## src/rtl/mem_arbiter.sv

```systemverilog
// mem_arbiter: round-robin arbiter that shares one fixed-latency memory port
// between icache fills and dcache fills/writebacks.
module mem_arbiter #(
   parameter int LATENCY = 5
) (
   input  logic         clk,
   input  logic         rst,
   input  logic         ic_req_valid,
   input  logic [19:0]  ic_req_addr,
   output logic         ic_resp_valid,
   output logic [127:0] ic_resp_data,
   input  logic         dc_req_valid,
   input  logic         dc_req_write,
   input  logic [19:0]  dc_req_addr,
   input  logic [127:0] dc_req_wdata,
   output logic         dc_resp_valid,
   output logic [127:0] dc_resp_data,
   output logic         mem_req_valid,
   output logic         mem_we,
   output logic [19:0]  mem_addr,
   output logic [127:0] mem_wdata,
   input  logic [127:0] mem_rdata,
   output logic         busy
);
   typedef enum logic [1:0] {IDLE, BUSY, RESP} state_t;
   state_t state_q, state_d;
   logic prio_q, prio_d, gnt_q, gnt_d, we_q, we_d, req_q, req_d, mwe_q, mwe_d;
   logic ic_rv_q, ic_rv_d, dc_rv_q, dc_rv_d, busy_q, busy_d, pick_dc;
   logic [3:0] cnt_q, cnt_d;
   logic [19:0] addr_q, addr_d;
   logic [127:0] wdata_q, wdata_d, ic_rd_q, ic_rd_d, dc_rd_q, dc_rd_d;
   // prio_q and gnt_q use 1 for the dcache
   assign pick_dc = dc_req_valid & (prio_q | ~ic_req_valid);
   always_comb begin
      state_d = state_q;
      prio_d  = prio_q;
      gnt_d   = gnt_q;
      we_d    = we_q;
      cnt_d   = cnt_q;
      addr_d  = addr_q;
      wdata_d = wdata_q;
      ic_rd_d = ic_rd_q;
      dc_rd_d = dc_rd_q;
      req_d   = 1'b0;
      mwe_d   = 1'b0;
      ic_rv_d = 1'b0;
      dc_rv_d = 1'b0;
      case (state_q)
         IDLE: if (ic_req_valid | dc_req_valid) begin
            state_d = BUSY;
            gnt_d   = pick_dc;
            prio_d  = ~pick_dc;
            addr_d  = (pick_dc ? dc_req_addr : ic_req_addr) & 20'hFFFF0;
            we_d    = pick_dc & dc_req_write;
            wdata_d = pick_dc ? dc_req_wdata : '0;
            cnt_d   = 4'(LATENCY);
            req_d   = 1'b1;
            mwe_d   = pick_dc & dc_req_write;
         end
         BUSY: if (cnt_q == 4'd0) begin
            state_d = RESP;
            ic_rv_d = ~gnt_q;
            dc_rv_d = gnt_q;
            ic_rd_d = gnt_q ? ic_rd_q : mem_rdata;
            dc_rd_d = gnt_q ? (we_q ? '0 : mem_rdata) : dc_rd_q;
         end else begin
            cnt_d = cnt_q - 4'd1;
         end
         default: state_d = IDLE;
      endcase
      busy_d = state_d != IDLE;
   end
   always_ff @(posedge clk or posedge rst) begin
      if (rst) begin
         state_q <= IDLE;
         prio_q  <= 1'b1;
         gnt_q   <= 1'b0;
         we_q    <= 1'b0;
         cnt_q   <= '0;
         addr_q  <= '0;
         wdata_q <= '0;
         ic_rd_q <= '0;
         dc_rd_q <= '0;
         req_q   <= 1'b0;
         mwe_q   <= 1'b0;
         ic_rv_q <= 1'b0;
         dc_rv_q <= 1'b0;
         busy_q  <= 1'b0;
      end else begin
         state_q <= state_d;
         prio_q  <= prio_d;
         gnt_q   <= gnt_d;
         we_q    <= we_d;
         cnt_q   <= cnt_d;
         addr_q  <= addr_d;
         wdata_q <= wdata_d;
         ic_rd_q <= ic_rd_d;
         dc_rd_q <= dc_rd_d;
         req_q   <= req_d;
         mwe_q   <= mwe_d;
         ic_rv_q <= ic_rv_d;
         dc_rv_q <= dc_rv_d;
         busy_q  <= busy_d;
      end
   end
   assign ic_resp_valid = ic_rv_q;
   assign ic_resp_data  = ic_rd_q;
   assign dc_resp_valid = dc_rv_q;
   assign dc_resp_data  = dc_rd_q;
   assign mem_req_valid = req_q;
   assign mem_we        = mwe_q;
   assign mem_addr      = addr_q;
   assign mem_wdata     = wdata_q;
   assign busy          = busy_q;
endmodule
```

## config.mk

```make
export PLATFORM = sky130hd
export DESIGN_NAME = mem_arbiter
export DESIGN_NICKNAME = d
export VERILOG_FILES = /design/src/rtl/mem_arbiter.sv
export SDC_FILE = /design/constraint.sdc
export NUM_CORES = 1
export LEC_CHECK = 0
export CAP_MARGIN = 30
export CORE_AREA = 2 2 277 279
export DETAILED_ROUTE_END_ITERATION = 7
export DIE_AREA = 0 0 279 281
export DONT_BUFFER_PORTS = 1
export GPL_TIMING_DRIVEN = 0
export MAX_ROUTING_LAYER = met4
export SLEW_MARGIN = 20
export SYNTH_ARGS = -nofsm -noshare
export SYNTH_HDL_FRONTEND = slang
export SYNTH_SLANG_ARGS = --single-unit
```

## constraint.sdc

```tcl
create_clock -name clk -period 25 [get_ports clk]
set_input_delay 1.25 -clock clk [delete_from_list [all_inputs] [get_ports clk]]
set_output_delay 1.25 -clock clk [all_outputs]
set_load 0.005 [all_outputs]
```

==> summary.log, run 1 <==
[clock_tree] clock tree from TritonCTS done
[placement] post-place setup slack 22210 ps
[clock_tree] CTS resizes 0
[cells_and_area] ratio of cells with drive above 1 in the final layout 15.4%
[timing] final period demand of the worst path 2360 ps
[synth] Warnings, synthesis 0
[power] power spent charging and discharging nets 828 uW
[power] Switching Fraction 33.2%
[synth] top post-synthesis cells by area sky130_fd_sc_hd__dfrtp_1 (63%), sky130_fd_sc_hd__mux2_1 (15%), sky130_fd_sc_hd__a22o_1 (7.0%)
[synth] Synth cell types 34
[route] post-DR wirelength/cell 24.3 um
[cells_and_area] most common cell after layout, fill and taps aside sky130_fd_sc_hd__dfrtp_1
[route] number of optimization iterations in the first detailed-route pass 4
[cells_and_area] leading cell types in the layout, fill and taps excluded sky130_fd_sc_hd__dfrtp_1 (413), sky130_fd_sc_hd__mux2_1 (211), sky130_fd_sc_hd__a22o_1 (130)
[timing] transition at the pin with the smallest max-transition slack 713 ps
[timing] largest clock skew in the final design 21.0 ps
[job] count of max-cap constraint violations 0
[power] Cell Pwr Density 130 nW/um^2
[timing] worst-case setup margin in the final layout 22640 ps
[critical_path] startpoint class of the critical path register
[die] Floorplan Core Area 75400 um^2
[clock_tree] Root Buffer Master sky130_fd_sc_hd__clkbuf_16
[synth] largest area contributor in the netlist sky130_fd_sc_hd__dfrtp_1
[die] floorplan die area 78400 um^2
[clock_tree] number of setup buffers added after CTS 0
[worst_hold_path] class of the tightest hold or removal check reg -> reg
[critical_path] CP Data Arrival Time 1110 ps
[placement] IO buf count 0
[timing] hold_ws 509 ps
[synth] fraction of registers with async set or reset after synthesis 100%
[synth] number of enable-type register cells in the synthesized netlist 0
[critical_path] WP depth 0
[synth] most used flip-flop cell after synthesis sky130_fd_sc_hd__dfrtp_1
[route] vias 9504
[die] Die Height 281 um
[route] total wirelength of the detailed-routed design 52400 um
[timing] tightest slew margin relative to the limit 52.5%
[timing] Slew Viols, Final 0
[timing] unrepaired setup endpoints after global routing false
[route] vias per std cell 4.40
[timing] post-route fraction of the period consumed by the critical path 9.46%
[global_route] total congestion overflow after global routing 0
[power] Internal Pwr Total 1670 uW
[synth] Synth Instances 1079
[synth] cell area after synthesis 16300 um^2
[route] Detailed Route Iter0 Violations 346
[power] total power consumption of the routed design 2500 uW
[power] Leak Pwr 0.00846 uW
[die] number of I/O pins 710
[global_route] pin count of the biggest net entering global routing 112
[clock_tree] clock-pin slew reported for the worst setup and hold paths after clock tree synthesis 60 ps
[cells_and_area] Area growth, synth to finish 17.7%
[cells_and_area] nets@finish 1433
[clock_tree] hold buffers post-CTS 0
[power] Gate power share 22.5%
[timing] Achievable Freq 423 MHz
[synth] synthesized area per cell 15.1 um^2
[die] initial standard-cell utilization of the core 21.6%
[global_route] first-pass GRT wire length 73000 um
[placement] DP HPWL 41300 um
[clock_tree] Max clock buf depth 3
[power] clock share of power 27.2%
[critical_path] required time worst endpoint 23750 ps
[global_route] global routing usage summed across all routing layers 13.1%
[synth] register bit total from synthesis 414
[route] DRC 0
[global_route] via count of the first global-routing pass 10243
[critical_path] depth of the worst register-to-register path 4
[clock_tree] clock insertion delay at the later pin of the skew report 570 ps
[placement] routability congestion estimate 0.924
[critical_path] Crit. End Element output pin
[clock_tree] TritonCTS sink count 414
[synth] share of Yosys cell area claimed by the top area cell type 63.5%
[power] largest voltage drop on the vdd net 0.0701 mV
[global_route] number of antenna violations at the first check in global routing 10
[timing] Final Hold Vio Count 0
[status] result of the run completed
[critical_path] r2r setup slk 22740 ps
[die] placement row count 101
[timing] Post-Route Setup TNS 0 ps
[critical_path] Crit Path Class reg -> out
[worst_hold_path] worst hold path stage count 1
[power] power share of the sequential group 50.3%
[critical_path] largest driver fanout on the critical path 2
[clock_tree] depth of the CTS H-tree 2
[synth] sequential cell area fraction in the yosys report 63.7%
[die] x dimension of the die 279 um
[route] remaining antenna violation count after routing 0
[clock_tree] cts bufs inserted 44
[cells_and_area] post-route design area 19200 um^2
[timing] final setup fails 0
[placement] DP Area 17600 um^2
registers in the layout, indices dropped and copies added (netlist names):
signal         cells
dc_resp_data     128
ic_resp_data     128
mem_wdata        128
mem_addr          16
cnt_q              4
state_q            2
busy               1
dc_resp_valid      1
gnt_q              1
ic_resp_valid      1
mem_req_valid      1
mem_we             1
prio_q             1
we_q               1
per-stage QoR:
step	util (%)	cells
2_1_floorplan	-	1082
3_3_place_gp	23.2	2060
3_5_place_dp	23.3	2063
4_1_cts	25.3	2144
5_1_grt	25.4	2160
6_report	25.4	2160
final cells by class:
class | count | area (um^2)
clock buffers | 60 | 1240
clock inverters | 21 | 274
repair buffers | 3 | 82.6
diodes | 16 | 40.0
well taps | 978 | 1220
multi-input cells | 579 | 5330
fillers | 7761 | 56300
plain buffers | 82 | 574
flip-flops and latches | 414 | 10400
inverters | 7 | 33.8
per-layer routing:
| layer | vias up | wire length (um) | global-route usage, % |
|---|---|---|---|
| met5 | - | 0 | - |
| met4 | 0 | 2570 | 7.14 |
| met3 | 115 | 5180 | 4.53 |
| met2 | 557 | 28000 | 23.7 |
| met1 | 4848 | 16700 | 12.1 |
| li1 | 3984 | - | - |
power by group through the flow:
stage	logic (uW)	registers (uW)	clock network, uW
after floorplan	440	1140	0
after global placement	541	1270	0
after detailed placement	576	1270	0
after CTS	574	1260	699
after global routing	625	1290	728
final	561	1260	679
final timing paths:
check,startpoint,end
setup reg to reg,we_q,dc_resp_data[82]
setup / recovery,mem_wdata[76],mem_wdata[76]
min in group asynchronous,rst,ic_resp_data[101]
hold / removal,gnt_q,gnt_q
max in group asynchronous,rst,ic_resp_data[9]
hold reg to reg,gnt_q,gnt_q
cell usage after synthesis, types with 2 or more instances:
cell / instances
sky130_fd_sc_hd__buf_2: 19
sky130_fd_sc_hd__a221o_1: 16
sky130_fd_sc_hd__buf_4: 5
sky130_fd_sc_hd__mux2_1: 211
sky130_fd_sc_hd__mux2_2: 47
sky130_fd_sc_hd__nor2b_1: 128
sky130_fd_sc_hd__a21boi_0: 17
sky130_fd_sc_hd__clkbuf_1: 33
sky130_fd_sc_hd__a21o_1: 2
sky130_fd_sc_hd__nor3_1: 2
sky130_fd_sc_hd__buf_8: 11
sky130_fd_sc_hd__or2_2: 2
sky130_fd_sc_hd__buf_6: 13
sky130_fd_sc_hd__nor2_1: 2
sky130_fd_sc_hd__dfrtp_1: 413
sky130_fd_sc_hd__and3_1: 3
sky130_fd_sc_hd__inv_1: 7
sky130_fd_sc_hd__a22o_1: 130
sky130_fd_sc_hd__a21oi_1: 3
kinds of logic after synthesis:
| family | Yosys count | share of synthesized area [%] |
|---|---|---|
| flip-flops | 414 | 63.7 |
| multiplexers | 259 | 17.9 |
| AO/OA/AOI/OAI | 170 | 9.04 |
| AND/OR/NAND/NOR | 144 | 5.57 |
| buffers and inverters | 89 | 3.67 |
| adder cells (fa/ha/maj) | 1 | 0.0769 |
| other | 1 | 0.0230 |
| XOR/XNOR | 1 | 0.0538 |
Note: power is estimated with default switching activity, not from simulation.
==> run 2, diff against run 1 <==
--- a/config.mk
+++ b/config.mk
@@ -5,10 +5,11 @@
 export SDC_FILE = /design/constraint.sdc
 export NUM_CORES = 1
 export LEC_CHECK = 0
+export ABC_AREA = 1
 export CAP_MARGIN = 30
-export CORE_AREA = 2 2 277 279
+export CORE_AREA = 2 2 275 277
 export DETAILED_ROUTE_END_ITERATION = 7
-export DIE_AREA = 0 0 279 281
+export DIE_AREA = 0 0 277 279
 export DONT_BUFFER_PORTS = 1
 export GPL_TIMING_DRIVEN = 0
 export MAX_ROUTING_LAYER = met4
==> constraint.sdc (replaced) <==
create_clock -name clk -period 2.3 [get_ports clk]
set_input_delay 0.115 -clock clk [delete_from_list [all_inputs] [get_ports clk]]
set_output_delay 0.115 -clock clk [all_outputs]
set_load 0.005 [all_outputs]
==> summary.log, run 2 <==
[status] result of the run completed
[synth] largest area contributor in the netlist sky130_fd_sc_hd__dfrtp_1
[synth] top post-synthesis cells by area sky130_fd_sc_hd__dfrtp_1 (61%), sky130_fd_sc_hd__nand2_1 (16%), sky130_fd_sc_hd__inv_1 (6.0%)
[critical_path] launch point of the critical path state_q[0]
[route] remaining antenna violation count after routing 0 [unchanged]
[placement] post-place setup slack -6.15 ps [-22220 ps]
[critical_path] Crit. End Element register
[synth] number of enable-type register cells in the synthesized netlist 0 [unchanged]
[die] Floorplan Core Area 74100 um^2 [-1.8%]
[cells_and_area] ratio of cells with drive above 1 in the final layout 11.6% [-3.7 points]
[synth] fraction of registers with async set or reset after synthesis 100% [unchanged]
[die] number of I/O pins 710 [unchanged]
[synth] leading post-synthesis cells by instance count sky130_fd_sc_hd__nand2_1 (710), sky130_fd_sc_hd__dfrtp_1 (413), sky130_fd_sc_hd__inv_1 (270), sky130_fd_sc_hd__o21ai_0 (143), sky130_fd_sc_hd__nor2_1 (132)
[timing] Achievable Freq 461 MHz
[critical_path] CP Data Arrival Time 2690 ps [+1580 ps]
[synth] synthesized-area fraction occupied by ao, oa, aoi and oai cells 9.49% [+0.45 points]
[synth] simple-gate area share of the yosys netlist 19.4% [+14 points]
[cells_and_area] nets@finish 2588 [+81%]
[critical_path] startpoint class of the critical path register
[route] total wirelength of the detailed-routed design 67500 um [+29%]
[route] vias 14311 [+51%]
[synth] Warnings, synthesis 0 [unchanged]
[critical_path] end point of the critical path mem_addr[8]
[timing] largest clock skew in the final design 28.3 ps [+7.29 ps]
[route] vias per std cell 4.33 [-1.5%]
[route] post-DR wirelength/cell 20.4 um [-16%]
[placement] routability congestion estimate 0.931 [+0.77%]
[placement] DP HPWL 49700 um [+20%]
[synth] post-synthesis share of cell area spent on xor and xnor gates 0% [-0.054 points]
[timing] final period demand of the worst path 2170 ps
[clock_tree] cts bufs inserted 47 [+6.8%]
[route] number of optimization iterations in the first detailed-route pass 5 [+1]
[synth] Synth cell types 24 [-29%]
[critical_path] Crit Path Class reg -> reg
[critical_path] longest individual stage delay on the worst path 570 ps
[critical_path] depth of the worst register-to-register path 7 [+3]
[die] Die Height 279 um [-0.71%]
[synth] Synth Area in Adders 0.0735% [-0.0034 points]
[synth] Synth Instances 1922 [+78%]
[die] initial standard-cell utilization of the core 23.0% [+1.4 points]
[synth] synthesized area per cell 8.86 um^2 [-41%]
[cells_and_area] number of filler instances in the final layout 7594 [-2.2%]
[power] largest voltage drop on the vdd net 0.716 mV [+920%]
[synth] dominant combinational cell family by area after synthesis simple AND/OR/NAND/NOR gates
[route] DRC 0 [unchanged]
[die] x dimension of the die 277 um [-0.72%]
[die] floorplan die area 77300 um^2 [-1.4%]
[critical_path] required time worst endpoint 2820 ps [-20930 ps]
[timing] Final Hold Vio Count 0 [unchanged]
[clock_tree] clock-pin slew reported for the worst setup and hold paths after clock tree synthesis 60 ps [about the same]
[critical_path] r2r setup slk 130 ps [-22610 ps]
[global_route] global routing usage summed across all routing layers 17.5% [+4.4 points]
[timing] tightest slew margin relative to the limit 55.0% [+2.5 points]
[synth] sequential cell area fraction in the yosys report 60.9% [-2.8 points]
[synth] cell area after synthesis 17000 um^2 [+4.6%]
[global_route] via count of the first global-routing pass 15070 [+47%]
[synth] share of Yosys cell area claimed by the top area cell type 60.7% [-2.8 points]
[cells_and_area] post-route design area 23200 um^2 [+21%]
[power] Cell Pwr Density 1310 nW/um^2 [+900%]
[synth] register bit total from synthesis 414 [unchanged]
[job] count of max-cap constraint violations 0 [unchanged]
[global_route] first-pass GRT wire length 99000 um [+36%]
[synth] most used flip-flop cell after synthesis sky130_fd_sc_hd__dfrtp_1
[timing] final setup fails 0 [unchanged]
[placement] DP Area 18600 um^2 [+5.5%]
[timing] post-route fraction of the period consumed by the critical path 94.2%
[route] Detailed Route Iter0 Violations 879 [+150%]
[clock_tree] Root Buffer Master sky130_fd_sc_hd__clkbuf_16
[synth] post-synthesis mux area share 0% [-18 points]
[die] placement row count 100 [-0.99%]
[critical_path] slowest cell on the critical path sky130_fd_sc_hd__dlygate4sd3_1
[power] Leak Pwr 0.0117 uW [+38%]
[cells_and_area] leading cell types in the layout, fill and taps excluded sky130_fd_sc_hd__nand2_1 (708), sky130_fd_sc_hd__dfrtp_1 (413), sky130_fd_sc_hd__dlygate4sd3_1 (296)
[timing] Slew Viols, Final 0 [unchanged]
[cells_and_area] Area growth, synth to finish 36.2%
[clock_tree] clock tree from TritonCTS done
[critical_path] worst flop-to-flop path startpoint state_q[0]
[worst_hold_path] class of the tightest hold or removal check in -> async
[clock_tree] Max clock buf depth 3 [unchanged]
[critical_path] largest driver fanout on the critical path 10 [+8]
[global_route] pin count of the biggest net entering global routing 34 [-70%]
[clock_tree] depth of the CTS H-tree 2 [unchanged]
[timing] worst-case setup margin in the final layout 133 ps [-22500 ps]
[critical_path] critical-path cell list nor2_1 -> nand2_2 -> nor2_4 -> buf_4 -> nand2_1 -> nand3_1 -> dlygate4sd3_1
[synth] most common cell in the netlist sky130_fd_sc_hd__nand2_1
[timing] transition at the pin with the smallest max-transition slack 675 ps [-37.8 ps]
[critical_path] worst reg2reg path endpoint mem_addr[8]
[cells_and_area] most common cell after layout, fill and taps aside sky130_fd_sc_hd__nand2_1
[clock_tree] TritonCTS sink count 414 [unchanged]
[clock_tree] clock insertion delay at the later pin of the skew report 590 ps [+20 ps]
[clock_tree] number of setup buffers added after CTS 0 [unchanged]
[placement] IO buf count 0 [unchanged]
[global_route] number of antenna violations at the first check in global routing 10 [unchanged]
[timing] unrepaired setup endpoints after global routing false
[global_route] total congestion overflow after global routing 0 [unchanged]
==> run 2: cell types whose count changed after synthesis, sizes merged, moves of 13 or more <==
cell / before / now
nand2: 2 / 711
inv: 7 / 271
o21ai: 0 / 261
mux2: 258 / 0
nor2: 2 / 134
a22o: 130 / 0
nor2b: 129 / 0
buf: 49 / 86
nand3: 0 / 19
a21boi: 17 / 0
a221o: 16 / 0
clkbuf: 33 / 20
==> run 2: metrics by stage <==
step	power, uW	hold slack (ps)	setup TNS (ps)	utilization, %	cells
floorplan	18200	225	-1404310	-	1925
global placement	21500	226	-2440840	24.6	2894
detailed placement	21800	-23.6	-6.15	25.1	2910
CTS	30500	54.1	0	31.3	3293
global route	32200	93.9	0	31.3	3302
finish	30300	103	0	31.3	3303
==> run 2: how the worst min path moves through the flow <==
stage / from / to / slack (ps) / depth (start not counted)
CTS: rst / dc_resp_data[124] / 50 / 3
floorplan: dc_req_wdata[0] / mem_wdata[0] / 220 / 2
global placement: dc_req_wdata[72] / mem_wdata[72] / 230 / 2
global route: rst / dc_resp_data[124] / 90 / 3
finish: rst / ic_resp_data[7] / 100 / 3
detailed placement: rst / mem_wdata[0] / -20 / 1
==> run 2: kinds of logic after synthesis <==
kind of cell / Yosys count
other: 1
adder cells (fa/ha/maj): 1
flip-flops: 414
AO/OA/AOI/OAI: 263
buffers and inverters: 377
AND/OR/NAND/NOR: 866
==> run 2: what timing repair did <==
item                       in CTS  in global routing
hold buffers                  296                  0
gates resized for setup         1                  7
setup endpoints to repair      25                 15
hold endpoints to repair      520                  0
==> run 2: worst max-delay path, delay by kind of cell (launching register included) <==
family | cells | cell delay (ps)
AND/OR/NAND/NOR | 5 | 910
buffers and inverters | 2 | 820
flip-flops | 1 | 380
==> run 2: layout make-up <==
type / count / area (um^2) / share of cell area, %
Clock inverter: 25 / 294 / 1.27
Timing Repair Buffer: 312 / 3270 / 14.1
Inverter: 271 / 1020 / 4.41
Sequential cell: 414 / 10400 / 44.7
Antenna cell: 10 / 25.0 / 0.108
Tap cell: 969 / 1210 / 5.23
Multi-Input combinational cell: 1134 / 4950 / 21.4
Buffer: 106 / 726 / 3.13
Clock buffer: 62 / 1320 / 5.71
==> run 2: routing by layer <==
metal / track usage [%] / vias up / share of wire [%]
met5: - / - / 0
li1: - / 6523 / -
met2: 30.0 / 720 / 50
met1: 18.3 / 6873 / 37
met3: 4.43 / 195 / 7.2
met4: 10.1 / 0 / 6.2
==> run 2: where the power goes <==
part	internal (uW)	switching (uW)
Clock	4650	3250
Combinational	3080	4670
Sequential	10800	3870
==> run 3, diff against run 2 <==
--- a/config.mk
+++ b/config.mk
@@ -11,8 +11,8 @@
 export DETAILED_ROUTE_END_ITERATION = 7
 export DIE_AREA = 0 0 277 279
 export DONT_BUFFER_PORTS = 1
-export GPL_TIMING_DRIVEN = 0
 export MAX_ROUTING_LAYER = met4
+export RECOVER_POWER = 100
 export SLEW_MARGIN = 20
 export SYNTH_ARGS = -nofsm -noshare
 export SYNTH_HDL_FRONTEND = slang
==> summary.log, run 3 (synthesis gave the netlist of run 2 again) <==
[status] result of the run finished with violations
[status] violations in the final reports max-capacitance violations, max-slew violations
[timing] Achievable Freq 456 MHz [-1.1%]
[die] number of I/O pins 710 [unchanged]
[global_route] via count of the first global-routing pass 13856 [-8.1%]
[critical_path] CP Data Arrival Time 2690 ps [about the same]
[timing] tightest slew margin relative to the limit -15.2% [-70 points]
[timing] post-route fraction of the period consumed by the critical path 95.3% [+1.1 points]
[critical_path] depth of the worst register-to-register path 8 [+1]
[worst_hold_path] startpoint of the most critical hold path ic_req_valid
[cells_and_area] Area growth, synth to finish 30.4%
[timing] Final Hold Vio Count 0 [unchanged]
[power] largest voltage drop on the vdd net 0.732 mV [+2.2%]
[route] vias 13470 [-5.9%]
[route] total wirelength of the detailed-routed design 57200 um [-15%]
[timing] worst-case setup margin in the final layout 108 ps [-24.4 ps]
[placement] DP HPWL 39600 um [-20%]
[cells_and_area] nets@finish 2511 [-3.0%]
[die] Die Height 279 um [unchanged]
[cells_and_area] ratio of cells with drive above 1 in the final layout 5.26% [-6.4 points]
[route] number of optimization iterations in the first detailed-route pass 5 [unchanged]
[clock_tree] number of setup buffers added after CTS 0 [unchanged]
[timing] Slew Viols, Final 154 [+154]
[die] initial standard-cell utilization of the core 23.0% [unchanged]
[timing] hold_ws 62.5 ps [-40.8 ps]
[clock_tree] Max clock buf depth 3 [unchanged]
[critical_path] worst reg2reg path endpoint mem_addr[12]
[critical_path] launch point of the critical path prio_q
[cells_and_area] most common cell after layout, fill and taps aside sky130_fd_sc_hd__nand2_1
[clock_tree] depth of the CTS H-tree 2 [unchanged]
[placement] post-place setup slack 389 ps [+395 ps]
[critical_path] end point of the critical path mem_addr[12]
[critical_path] worst flop-to-flop path startpoint prio_q
[power] Leak Pwr 0.0112 uW [-4.5%]
[timing] Post-Route Setup TNS 0 ps [unchanged]
[placement] IO buf count 0 [unchanged]
[die] Floorplan Core Area 74100 um^2 [unchanged]
[timing] largest clock skew in the final design 13.0 ps [-15.4 ps]
[critical_path] largest driver fanout on the critical path 26 [+16]
[timing] final period demand of the worst path 2190 ps [+24.4 ps]
[cells_and_area] leading cell types in the layout, fill and taps excluded sky130_fd_sc_hd__nand2_1 (709), sky130_fd_sc_hd__dfrtp_1 (412), sky130_fd_sc_hd__dlygate4sd3_1 (295)
[clock_tree] Root Buffer Master sky130_fd_sc_hd__clkbuf_16
[die] floorplan die area 77300 um^2 [unchanged]
[global_route] global routing usage summed across all routing layers 14.7% [-2.8 points]
[die] x dimension of the die 277 um [unchanged]
[clock_tree] cts bufs inserted 45 [-4.3%]
[clock_tree] TritonCTS sink count 414 [unchanged]
[global_route] total congestion overflow after global routing 0 [unchanged]
[route] Detailed Route Iter0 Violations 793 [-9.8%]
[placement] routability congestion estimate 0.835 [-10%]
[critical_path] required time worst endpoint 2800 ps [-20 ps]
[clock_tree] clock-pin slew reported for the worst setup and hold paths after clock tree synthesis 60 ps [about the same]
[route] post-DR wirelength/cell 17.8 um [-13%]
[critical_path] Crit Path Class reg -> reg
[timing] final setup fails 0 [unchanged]
[critical_path] startpoint class of the critical path register
[global_route] first-pass GRT wire length 85600 um [-14%]
[timing] unrepaired setup endpoints after global routing false
[cells_and_area] number of filler instances in the final layout 7696 [+1.3%]
[route] vias per std cell 4.19 [-3.3%]
[die] placement row count 100 [unchanged]
[power] Cell Pwr Density 1300 nW/um^2 [-0.65%]
[global_route] pin count of the biggest net entering global routing 131 [+290%]
[critical_path] Crit. End Element register
[worst_hold_path] class of the tightest hold or removal check in -> reg
[clock_tree] clock insertion delay at the later pin of the skew report 560 ps [-30 ps]
[global_route] number of antenna violations at the first check in global routing 3 [-7]
[route] remaining antenna violation count after routing 0 [unchanged]
[clock_tree] clock tree from TritonCTS done
[timing] transition at the pin with the smallest max-transition slack 1730 ps [+1050 ps]
[critical_path] r2r setup slk 110 ps [-20 ps]
[route] DRC 0 [unchanged]
[job] count of max-cap constraint violations 2 [+2]
run 3: worst min-delay path by stage:
stage                        to  slack [ps]  cells past startpoint
2_1_floorplan      mem_wdata[0]         220                      2
3_3_place_gp   dc_resp_data[10]         -40                      1
3_5_place_dp   dc_resp_data[10]         -40                      1
4_1_cts                    busy          20                      4
5_1_grt           mem_wdata[49]          80                      5
6_report                   busy          60                      4
run 3: area by class of cell:
type,count,area (um^2),area share [%]
Sequential cell,414,10400,46.7
Multi-Input combinational cell,1134,4680,21.1
Timing Repair Buffer,343,3360,15.1
Clock buffer,68,1360,6.10
Tap cell,969,1210,5.46
Inverter,271,1020,4.60
Clock inverter,15,216,0.975
Antenna cell,2,5.00,0.0225
run 3: report_power, final:
group / total (uW) / switching (uW) / internal (uW)
Clock: 7660 / 3020 / 4630
Sequential: 14600 / 3760 / 10800
Combinational: 6610 / 4000 / 2610
Total: 28900 / 10800 / 18100
run 3: per-stage QoR:
stage / cells / cell area (um^2) / total power, uW / utilization, %
finish: 3216 / 22200 / 28900 / 30.0
global placement: 2835 / 18100 / 20900 / 24.4
detailed placement: 2835 / 18100 / 21100 / 24.4
global route: 3216 / 22200 / 30900 / 30.0
floorplan: 1925 / 17000 / 18200 / -
CTS: 3213 / 22600 / 29600 / 30.5
run 3: worst max-delay path, stage by stage (launching register included):
cell                            delay (ps)
sky130_fd_sc_hd__dfstp_2               520
sky130_fd_sc_hd__inv_1                  50
sky130_fd_sc_hd__a21oi_2               130
sky130_fd_sc_hd__nand2_1               140
sky130_fd_sc_hd__inv_4                 150
sky130_fd_sc_hd__buf_4                 280
sky130_fd_sc_hd__nand2_1               190
sky130_fd_sc_hd__nand3_1               100
sky130_fd_sc_hd__dlygate4sd3_1         550
run 3: per-layer routing:
layer | track usage (%) | up-vias | share of wire, %
met3 | 4.59 | 123 | 8.9
met4 | 7.13 | 0 | 5.0
met1 | 15.4 | 6368 | 36
met2 | 25.2 | 641 | 50
li1 | - | 6338 | -
met5 | - | - | 0
run 3: what timing repair did:
| item | 4_1_cts | 5_1_grt |
|---|---|---|
| endpoints found under the setup margin | 0 | 1 |
| hold endpoints to repair | 816 | 0 |
| hold buffers | 295 | 0 |
| gates resized for setup | 0 | 1 |
